## src/rtl/nettlp_udp_rx.sv

```systemverilog
// nettlp_udp_rx: validates NetTLP Ethernet/IPv4/UDP headers and forwards the TLP payload stream
module nettlp_udp_rx (
  input  logic        eth_clk,
  input  logic        eth_rst_n,
  input  logic        eth_rx_tvalid,
  output logic        eth_rx_tready,
  input  logic [63:0] eth_rx_tdata,
  input  logic [7:0]  eth_rx_tkeep,
  input  logic        eth_rx_tlast,
  input  logic        eth_rx_tuser,
  input  logic [47:0] adapter_reg_srcmac,
  input  logic [31:0] adapter_reg_srcip,
  input  logic [15:0] adapter_reg_srcport,
  output logic        tlp_tvalid,
  input  logic        tlp_tready,
  output logic [63:0] tlp_tdata,
  output logic [7:0]  tlp_tkeep,
  output logic        tlp_tlast,
  output logic        tlp_tuser,
  output logic        meta_valid,
  output logic [15:0] meta_seq,
  output logic [31:0] meta_tstamp,
  output logic [31:0] meta_srcip,
  output logic [15:0] meta_srcport,
  output logic [31:0] cnt_ok,
  output logic [31:0] cnt_drop
);
  typedef enum logic [1:0] {HDR, PAYLOAD, DROP} state_t;
  state_t      state_q;
  logic [2:0]  beat_q;
  logic        pass_q;
  logic        rdy_q;
  logic [31:0] sip_q;
  logic [15:0] sport_q;
  logic [63:0] w;
  logic        beat_ok;
  logic        pass_d;
  logic        acc;
  // byte-reverse the beat so header fields read as big-endian slices
  for (genvar i = 0; i < 8; i++) begin : g_swap
    assign w[63-8*i -: 8] = eth_rx_tdata[8*i +: 8];
  end
  // per-beat header checks; the port compare folds in the ignored low nibble so both sides match
  always_comb begin
    beat_ok = beat_q == 3'd0 ? w[63:16] == adapter_reg_srcmac :
              beat_q == 3'd1 ? w[31:16] == 16'h0800 && w[15:8] == 8'h45 :
              beat_q == 3'd2 ? w[7:0] == 8'h11 :
              beat_q == 3'd3 ? w[15:0] == adapter_reg_srcip[31:16] :
              beat_q == 3'd4 ? w[63:48] == adapter_reg_srcip[15:0] &&
                               {w[31:20], adapter_reg_srcport[3:0]} == adapter_reg_srcport :
              1'b1;
    pass_d = (beat_q == 3'd0 || pass_q) && beat_ok;
    eth_rx_tready = rdy_q && (state_q != PAYLOAD || !tlp_tvalid || tlp_tready);
    acc = eth_rx_tvalid && eth_rx_tready;
  end
  // header parse / payload forward / drop FSM with registered outputs and counters
  always_ff @(posedge eth_clk or negedge eth_rst_n) begin
    if (!eth_rst_n) begin
      state_q      <= HDR;
      beat_q       <= 3'd0;
      pass_q       <= 1'b0;
      rdy_q        <= 1'b0;
      sip_q        <= 32'd0;
      sport_q      <= 16'd0;
      tlp_tvalid   <= 1'b0;
      tlp_tdata    <= 64'd0;
      tlp_tkeep    <= 8'd0;
      tlp_tlast    <= 1'b0;
      tlp_tuser    <= 1'b0;
      meta_valid   <= 1'b0;
      meta_seq     <= 16'd0;
      meta_tstamp  <= 32'd0;
      meta_srcip   <= 32'd0;
      meta_srcport <= 16'd0;
      cnt_ok       <= 32'd0;
      cnt_drop     <= 32'd0;
    end else begin
      rdy_q      <= 1'b1;
      meta_valid <= 1'b0;
      if (tlp_tready) tlp_tvalid <= 1'b0;
      if (acc) begin
        unique case (state_q)
          HDR: begin
            pass_q <= pass_d;
            if (beat_q == 3'd3) sip_q <= w[47:16];
            if (beat_q == 3'd4) sport_q <= w[47:32];
            if (eth_rx_tlast) begin
              cnt_drop <= cnt_drop + 32'd1;
              beat_q   <= 3'd0;
            end else if (!pass_d) begin
              state_q <= DROP;
              beat_q  <= 3'd0;
            end else if (beat_q == 3'd5) begin
              state_q      <= PAYLOAD;
              beat_q       <= 3'd0;
              meta_valid   <= 1'b1;
              meta_seq     <= w[47:32];
              meta_tstamp  <= w[31:0];
              meta_srcip   <= sip_q;
              meta_srcport <= sport_q;
            end else begin
              beat_q <= beat_q + 3'd1;
            end
          end
          PAYLOAD: begin
            tlp_tvalid <= 1'b1;
            tlp_tdata  <= eth_rx_tdata;
            tlp_tkeep  <= eth_rx_tkeep;
            tlp_tlast  <= eth_rx_tlast;
            tlp_tuser  <= eth_rx_tlast && eth_rx_tuser;
            if (eth_rx_tlast) begin
              cnt_ok  <= cnt_ok + 32'd1;
              state_q <= HDR;
            end
          end
          default: begin
            if (eth_rx_tlast) begin
              cnt_drop <= cnt_drop + 32'd1;
              state_q  <= HDR;
            end
          end
        endcase
      end
    end
  end
endmodule

```

## config.mk

```make
export PLATFORM = sky130hd
export DESIGN_NAME = nettlp_udp_rx
export DESIGN_NICKNAME = d
export VERILOG_FILES = /design/src/rtl/nettlp_udp_rx.sv
export SDC_FILE = /design/constraint.sdc
export NUM_CORES = 1
export LEC_CHECK = 0
export ABC_AREA = 1
export BUFFER_PORTS_ARGS = -buffer_cell sky130_fd_sc_hd__buf_2
export CORE_ASPECT_RATIO = 0.75
export CORE_MARGIN = 2
export CORE_UTILIZATION = 35
export CTS_BUF_LIST = sky130_fd_sc_hd__clkbuf_4 sky130_fd_sc_hd__clkbuf_8
export CTS_CLUSTER_SIZE = 24
export DETAILED_ROUTE_END_ITERATION = 8
export PLACE_DENSITY_LB_ADDON = 0.1
export SETUP_SLACK_MARGIN = 0.02
export SYNTH_ARGS = -nofsm -noshare
export SYNTH_HDL_FRONTEND = slang
export SYNTH_SLANG_ARGS = --single-unit
```

## constraint.sdc

```tcl
create_clock -name eth_clk -period 2.6 [get_ports eth_clk]
set_clock_uncertainty 0.15 [all_clocks]
set_input_delay 0.13 -clock eth_clk [delete_from_list [all_inputs] [get_ports eth_clk]]
set_output_delay 0.13 -clock eth_clk [all_outputs]
set_load 0.01 [all_outputs]
```

==> results.md, run 1 <==
* GR Util All Layers at 0.208
* Met2 Use GR at 0.324
* Iteration-0 DRC Markers at just over 700
* Worst Setup Path Type: flip-flop to flip-flop
* DRT Pass-1 Iters at 5
* Post-route setup slack at about 0.21 ns
* Via count of the first global-routing pass at roughly 11000
* Maximum clock frequency at 0.418 GHz
* Routed len/inst at between 15 and 20 um
* Cell taking the most area after synthesis: dfrtp_1
* Die Y at 172 um
* Worst hold stages at 4
* VDD IR max at between 0.4 and 0.5 mV
* Remaining Overflow, GRT at 0
* Postcts setup bufs at 0
* CP startpoint: state_q[0]
* Critical R2R Capture: cnt_ok[31]
* Most frequent cells in the layout: 451 x nand2_1, 405 x buf_2, 291 x dfrtp_1
* Warnings from Yosys at 0
* Synth area leaders: dfrtp_1 56%, nand2_1 13%, inv_1 5.0%
* Final Hold Fails at 0
* Post-synth EDFFs at 0
* Final setup viols at 0
* Min Tclk post-route at approximately 2.4 ns
* Syn_area_per_cell at around 8.7 um2
* First-pass GRT wire length at ~63 mm
* Detailed Place HPWL at about 30 mm
* Post-synth top flop: dfrtp_1
* Post-synthesis cell count at 1511
* Initial core utilization at 0.354
* Final Instance Area at approximately 18000 um2
* WP data arrival at 2.74 ns
* Number of buffers created by CTS at 50
* Syn nets at 1688
* Die Area at between 30000 and 40000 um2
* Reg-to-Reg Start: state_q[0]
* H-tree lvl count at 2
* DR vias at roughly 11000
* Worst setup SP type: flip-flop
* Fin crit share at 0.919
* Worst-margin pin slew at around 0.59 ns
* Status: completed
* P per Cell Area at between 500 and 600 nW/um2
* Critical Path End: cnt_ok[31]
* Post-synth cell types at 37
* Fill count at 3718
* Die Wd at roughly 230 um
* Fin. max-slew vios at 0
* Met3 usage in global routing at 0.0466
* Post-synth top area share at 0.556
* Worst EP required at approximately 3.0 ns
* Max Cap Viol at 0
* Largest net degree at the start of global routing at about 130
* Reg clk slew, reported paths at about 0.070 ns
* GPL Wtd Cong at between 0.8 and 0.9
* Placement Setup Slack at about 0.08 ns
* CTS tree: done
* CTS Sinks at a little under 300
* FF+latch count, synth at around 290
* Core area at 37000 um2
* Post-route ant nets at 0
* Initial antenna violation count at 2
* HP Class: input port to flip-flop
* Async S/R FF share, synth at 1.00
* M1 GR Usage at 0.289
* Overall Power at between 10 and 15 mW
* Area post-placement at 15900 um2
* Max-slew headroom at 0.605
* Worst Reg-to-Reg Cells at 12
* Max Buffers Root-to-Sink at 3
* WL final at ~40 mm
* Commonest non-fill, non-tap cell in the layout: nand2_1
* Critical path endpoint category: flip-flop
* Post-route DRC at 0
* Fin nets at 2200
* Vias per cell at 4.47
* Layout cell share with drive strength beyond 1 at 0.275
* Later-pin clock latency in the skew report at just under 0.6 ns
* Leakage at 9.63 nW
* Sequential share of the synthesized area at 0.556
* Grt peak-use layer: met2
* Mapped Area at approximately 13000 um2
* Register-to-Register Setup Slack at ~0.21 ns
* Clock Tree Root: clkbuf_8
* I/O pin total at ~410
* Unrepaired setup endpoints after global routing: false
* Rows at 61
* PortBufs at 406
* Area growth syn-to-layout at 35.0%
* Fin Setup TNS at 0 ns
* Worst-path maximum fanout at 4
[synth_stat cells (25+ instances only)]
| cell type | n |
|---|---|
| o21ai_0 | 120 |
| nand2_1 | 451 |
| dfrtp_1 | 291 |
| xor2_1 | 55 |
| inv_1 | 173 |
| o21ai_1 | 89 |
| nor2_1 | 62 |
| clkbuf_1 | 25 |
| xnor2_1 | 67 |
| nor3_1 | 30 |
| inv_2 | 25 |
[worst max-delay path, stage by stage, from the launching register on]
cell,delay (ns)
dfrtp_1,0.40
inv_2,0.06
nor2_2,0.04
a21boi_2,0.15
nand2_2,0.09
inv_2,0.08
nand2_4,0.06
nor2_4,0.21
nand4_2,0.22
inv_2,0.12
nand3_1,0.14
nor3_1,0.37
xor2_1,0.19
[registers in the layout, indices dropped and copies added (netlist names)]
| name | cells |
|---|---|
| tlp_tuser | 1 |
| meta_seq | 16 |
| tlp_tlast | 1 |
| meta_srcport | 16 |
| meta_srcip | 32 |
| meta_valid | 1 |
| beat_q | 3 |
| meta_tstamp | 32 |
| pass_q | 1 |
| cnt_ok | 32 |
| cnt_drop | 32 |
| tlp_tvalid | 1 |
| sport_q | 16 |
| tlp_tkeep | 8 |
| state_q | 2 |
| sip_q | 32 |
| tlp_tdata | 64 |
| rdy_q | 1 |
[kinds of logic (layout without fill, tap and decap cells)]
logic type | Yosys count | after routing | synth area share
flops | 291 | 291 | 0.556
fa+ha+maj | 3 | 3 | 0.00287
compound gates | 216 | 216 | 0.0837
other cells | 1 | 3 | 0.000286
simple gates | 633 | 633 | 0.204
buf+inv | 245 | 788 | 0.0719
xor+xnor | 122 | 122 | 0.0816
[cell type report]
type | instances | area, um2 | share of cell area
clock buffer | 80 | 995 | 0.0562
antenna | 2 | 5.00 | 0.000283
multi-input combinational | 975 | 4910 | 0.277
inverter | 199 | 747 | 0.0422
sequential | 291 | 7280 | 0.412
clock inverter | 3 | 15.0 | 0.000849
timing repair buffer | 506 | 3110 | 0.176
tap | 504 | 631 | 0.0356
[where the power goes]
part | switching (mW) | total (mW) | internal (mW)
logic | 0.771 | 1.32 | 0.548
clock network | 1.86 | 4.25 | 2.39
registers | 0.157 | 5.02 | 4.87
total | 2.78 | 10.6 | 7.81
[per-stage QoR]
| step | util | hold slack, ns | cells |
|---|---|---|---|
| CTS | 0.477 | 0.0797 | 2558 |
| global route | 0.478 | 0.117 | 2559 |
| global placement | 0.428 | -0.0275 | 2396 |
| detailed placement | 0.428 | -0.0289 | 2396 |
| floorplan | - | -0.316 | 1511 |
| finish | 0.478 | 0.132 | 2560 |
[metal layers]
metal  vias up  wire length (um)
met4         0               973
met5         -                 0
met3        67              2430
met2       299             18600
li1       5759                 -
met1      5316             19100
[worst min path at each step]
stage	from	end	slack, ns
after floorplan	eth_rst_n	beat_q[0]	-0.32
after global placement	eth_rst_n	meta_srcip[7]	-0.03
after detailed placement	eth_rst_n	meta_srcip[7]	-0.03
after CTS	eth_rx_tkeep[7]	tlp_tkeep[7]	0.08
after global routing	eth_rx_tkeep[3]	tlp_tkeep[3]	0.12
final	eth_rx_tkeep[7]	tlp_tkeep[7]	0.13
[what timing repair did]
item,CTS,global route
resized for setup,0,3
hold buffers,79,0
hold endpoints to repair,469,0
endpoints found under the setup margin,0,51
No activity file was read; power rests on OpenSTA's default activity.
==> run 2, diff against run 1 <==
- clock period: 2.6 -> 2.45 ns (I/O delays scaled with it)
==> results.md, run 2 (synthesis gave the netlist of run 1 again) <==
* Initial core utilization at 0.354 (unchanged)
* Most frequent cells in the layout: 451 x nand2_1, 405 x buf_2, 291 x dfrtp_1
* First-pass GRT wire length at 62.3 mm (-0.50%)
* Worst-margin pin slew at 0.618 ns (+0.0312 ns)
* Largest reg by FF count: tlp_tdata
* PortBufs at 406 (unchanged)
* Slowest stage cell, crit path: nor4_1
* WL final at 40.7 mm (-0.97%)
* Post-route DRC at 0 (unchanged)
* Maximum clock frequency at 0.449 GHz
* Cell Chain, Critical Path: dlygate4sd3_1 -> buf_2 -> nor4_1 -> buf_4 -> nand3_1 -> nand2_1 -> inv_1 -> nand2_1 -> nand2_1 -> nand2_2 -> nand3_4 -> buf_12 -> nand2_1 -> o21ai_0
* I/O pin total at 411 (unchanged)
* Met1 wire length at 18.8 mm (-1.2%)
* Area growth syn-to-layout at 36.2%
* DRT Pass-1 Iters at 5 (unchanged)
* Via count of the first global-routing pass at 11200 (-0.64%)
* HP Class: input port to flip-flop
* Worst setup SP type: input port
* Detailed Place HPWL at 29.9 mm (+0.87%)
* Max Buffers Root-to-Sink at 3 (unchanged)
* DR vias at 11500 (+0.55%)
* Reg clk slew, reported paths at 0.06 ns (about the same)
* Die Wd at 227 um (unchanged)
* Commonest non-fill, non-tap cell in the layout: nand2_1
* Number of buffers created by CTS at 49 (-2.0%)
* Highest Signal Layer: met4
* Clock Tree Root: clkbuf_8
* Leakage at 9.72 nW (+0.86%)
* GR Util All Layers at 0.207 (-0.00148)
* Post-route setup slack at 0.223 ns (+0.0139 ns)
* Final Hold Fails at 0 (unchanged)
* CTS Sinks at 291 (unchanged)
* Core area at 37000 um2 (unchanged)
* Met3 WL post-DR at 2.57 mm (+5.8%)
* Worst-path maximum fanout at 79 (+75)
* Die Area at 39000 um2 (unchanged)
* Max reg flops at 64 (unchanged)
* Max Cap Viol at 0 (unchanged)
* WP data arrival at 2.52 ns (-0.22 ns)
* CP dominant cell by count: nand2_1
* Layout cell share with drive strength beyond 1 at 0.282 (+0.00643)
* Max-slew headroom at 0.584 (-0.0214)
* Placement Setup Slack at -0.00608 ns (-0.0871 ns)
* Remaining Overflow, GRT at 0 (unchanged)
* Worst EP required at 2.74 ns (-0.21 ns)
* Initial antenna violation count at 2 (unchanged)
* Met2 wire length at 18.6 mm (-0.31%)
* Fin crit share at 0.909
* Final setup viols at 0 (unchanged)
* Iteration-0 DRC Markers at 618 (-14%)
* Fin nets at 2210 (+0.45%)
* H-tree lvl count at 2 (unchanged)
* Buffers & Inverters on Critical Path at 5 (+2)
* Worst Setup Path Type: input port to flip-flop
* Later-pin clock latency in the skew report at 0.57 ns (about the same)
* CTS tree: done
* Min Tclk post-route at ~2.2 ns
* Status: completed
* Unrepaired setup endpoints after global routing: true
* Final core utilization at 0.482 (+0.00426)
* Cell family with most CP delay: buffers and inverters
* Die Y at 172 um (unchanged)
* Vias per cell at 4.46 (-0.11%)
* P per Cell Area at 640 nW/um2 (+6.8%)
* Rows at 61 (unchanged)
* Post-route ant nets at 0 (unchanged)
* VDD IR max at 0.400 mV (-3.6%)
* GPL Wtd Cong at 0.825 (-2.9%)
* Fin. max-slew vios at 0 (unchanged)
* Critical path endpoint category: flip-flop
* Routed len/inst at 15.8 um (-1.6%)
* Max stage delay on crit path at 0.57 ns (+0.17 ns)
* Largest net degree at the start of global routing at 132 (unchanged)
## run 2: stage by stage
step	total power, mW	instances	hold slack (ns)	TNS [ns]	area [um2]
after detailed placement	6.74	2406	-0.205	-0.00608	16000
after global placement	6.71	2406	-0.203	0	16000
after floorplan	6.03	1511	-0.323	0	13100
after CTS	11.6	2574	0.0622	0	17800
after global routing	12.0	2577	0.106	-0.0214	17900
final	11.4	2577	0.126	0	17900
## run 2: area by class of cell
| type | count | area [um2] |
|---|---|---|
| Fill cell | 3687 | 19200 |
| Sequential cell | 291 | 7280 |
| Clock inverter | 8 | 75.1 |
| Inverter | 199 | 747 |
| Clock buffer | 81 | 996 |
| Multi-Input combinational cell | 975 | 4920 |
| Antenna cell | 2 | 5.00 |
| Timing Repair Buffer | 517 | 3200 |
| Tap cell | 504 | 631 |
## run 2: worst paths after layout
kind	start	to	slack, ns	cells after the start
min in group asynchronous	eth_rst_n	meta_srcip[1]	0.51	4
worst min register to register	cnt_drop[31]	cnt_drop[31]	0.31	1
worst max register to register	tlp_tvalid	cnt_ok[18]	0.26	12
worst min-delay path	eth_rx_tkeep[3]	tlp_tkeep[3]	0.13	4
max in group asynchronous	eth_rst_n	meta_srcip[12]	0.80	4
worst max-delay path	eth_rx_tdata[61]	meta_tstamp[27]	0.22	14
## run 2: power breakdown
group | switching (mW) | internal, mW | leakage [nW] | total [mW]
sequential | 0.169 | 5.17 | 3.75 | 5.33
combinational | 0.813 | 0.590 | 5.40 | 1.40
clock | 2.01 | 2.67 | 0.572 | 4.68
total | 2.99 | 8.43 | 9.72 | 11.4
## run 2: per-layer routing
layer	vias up	global-route usage
met5	-	0
li1	5782	-
met4	0	0.0520
met1	5338	0.286
met3	51	0.0511
met2	333	0.324
## run 2: repair_timing
| item | CTS | global route |
|---|---|---|
| endpoints found under the setup margin | 0 | 101 |
| resized for setup | 0 | 4 |
| hold endpoints to repair | 469 | 0 |
| buffers inserted | 0 | 1 |
| hold buffers | 79 | 0 |
## run 2: tightest hold or removal path: stages
cell,delay (ns)
dlygate4sd3_1,0.52
buf_2,0.10
nand2_1,0.04
nand2_1,0.05
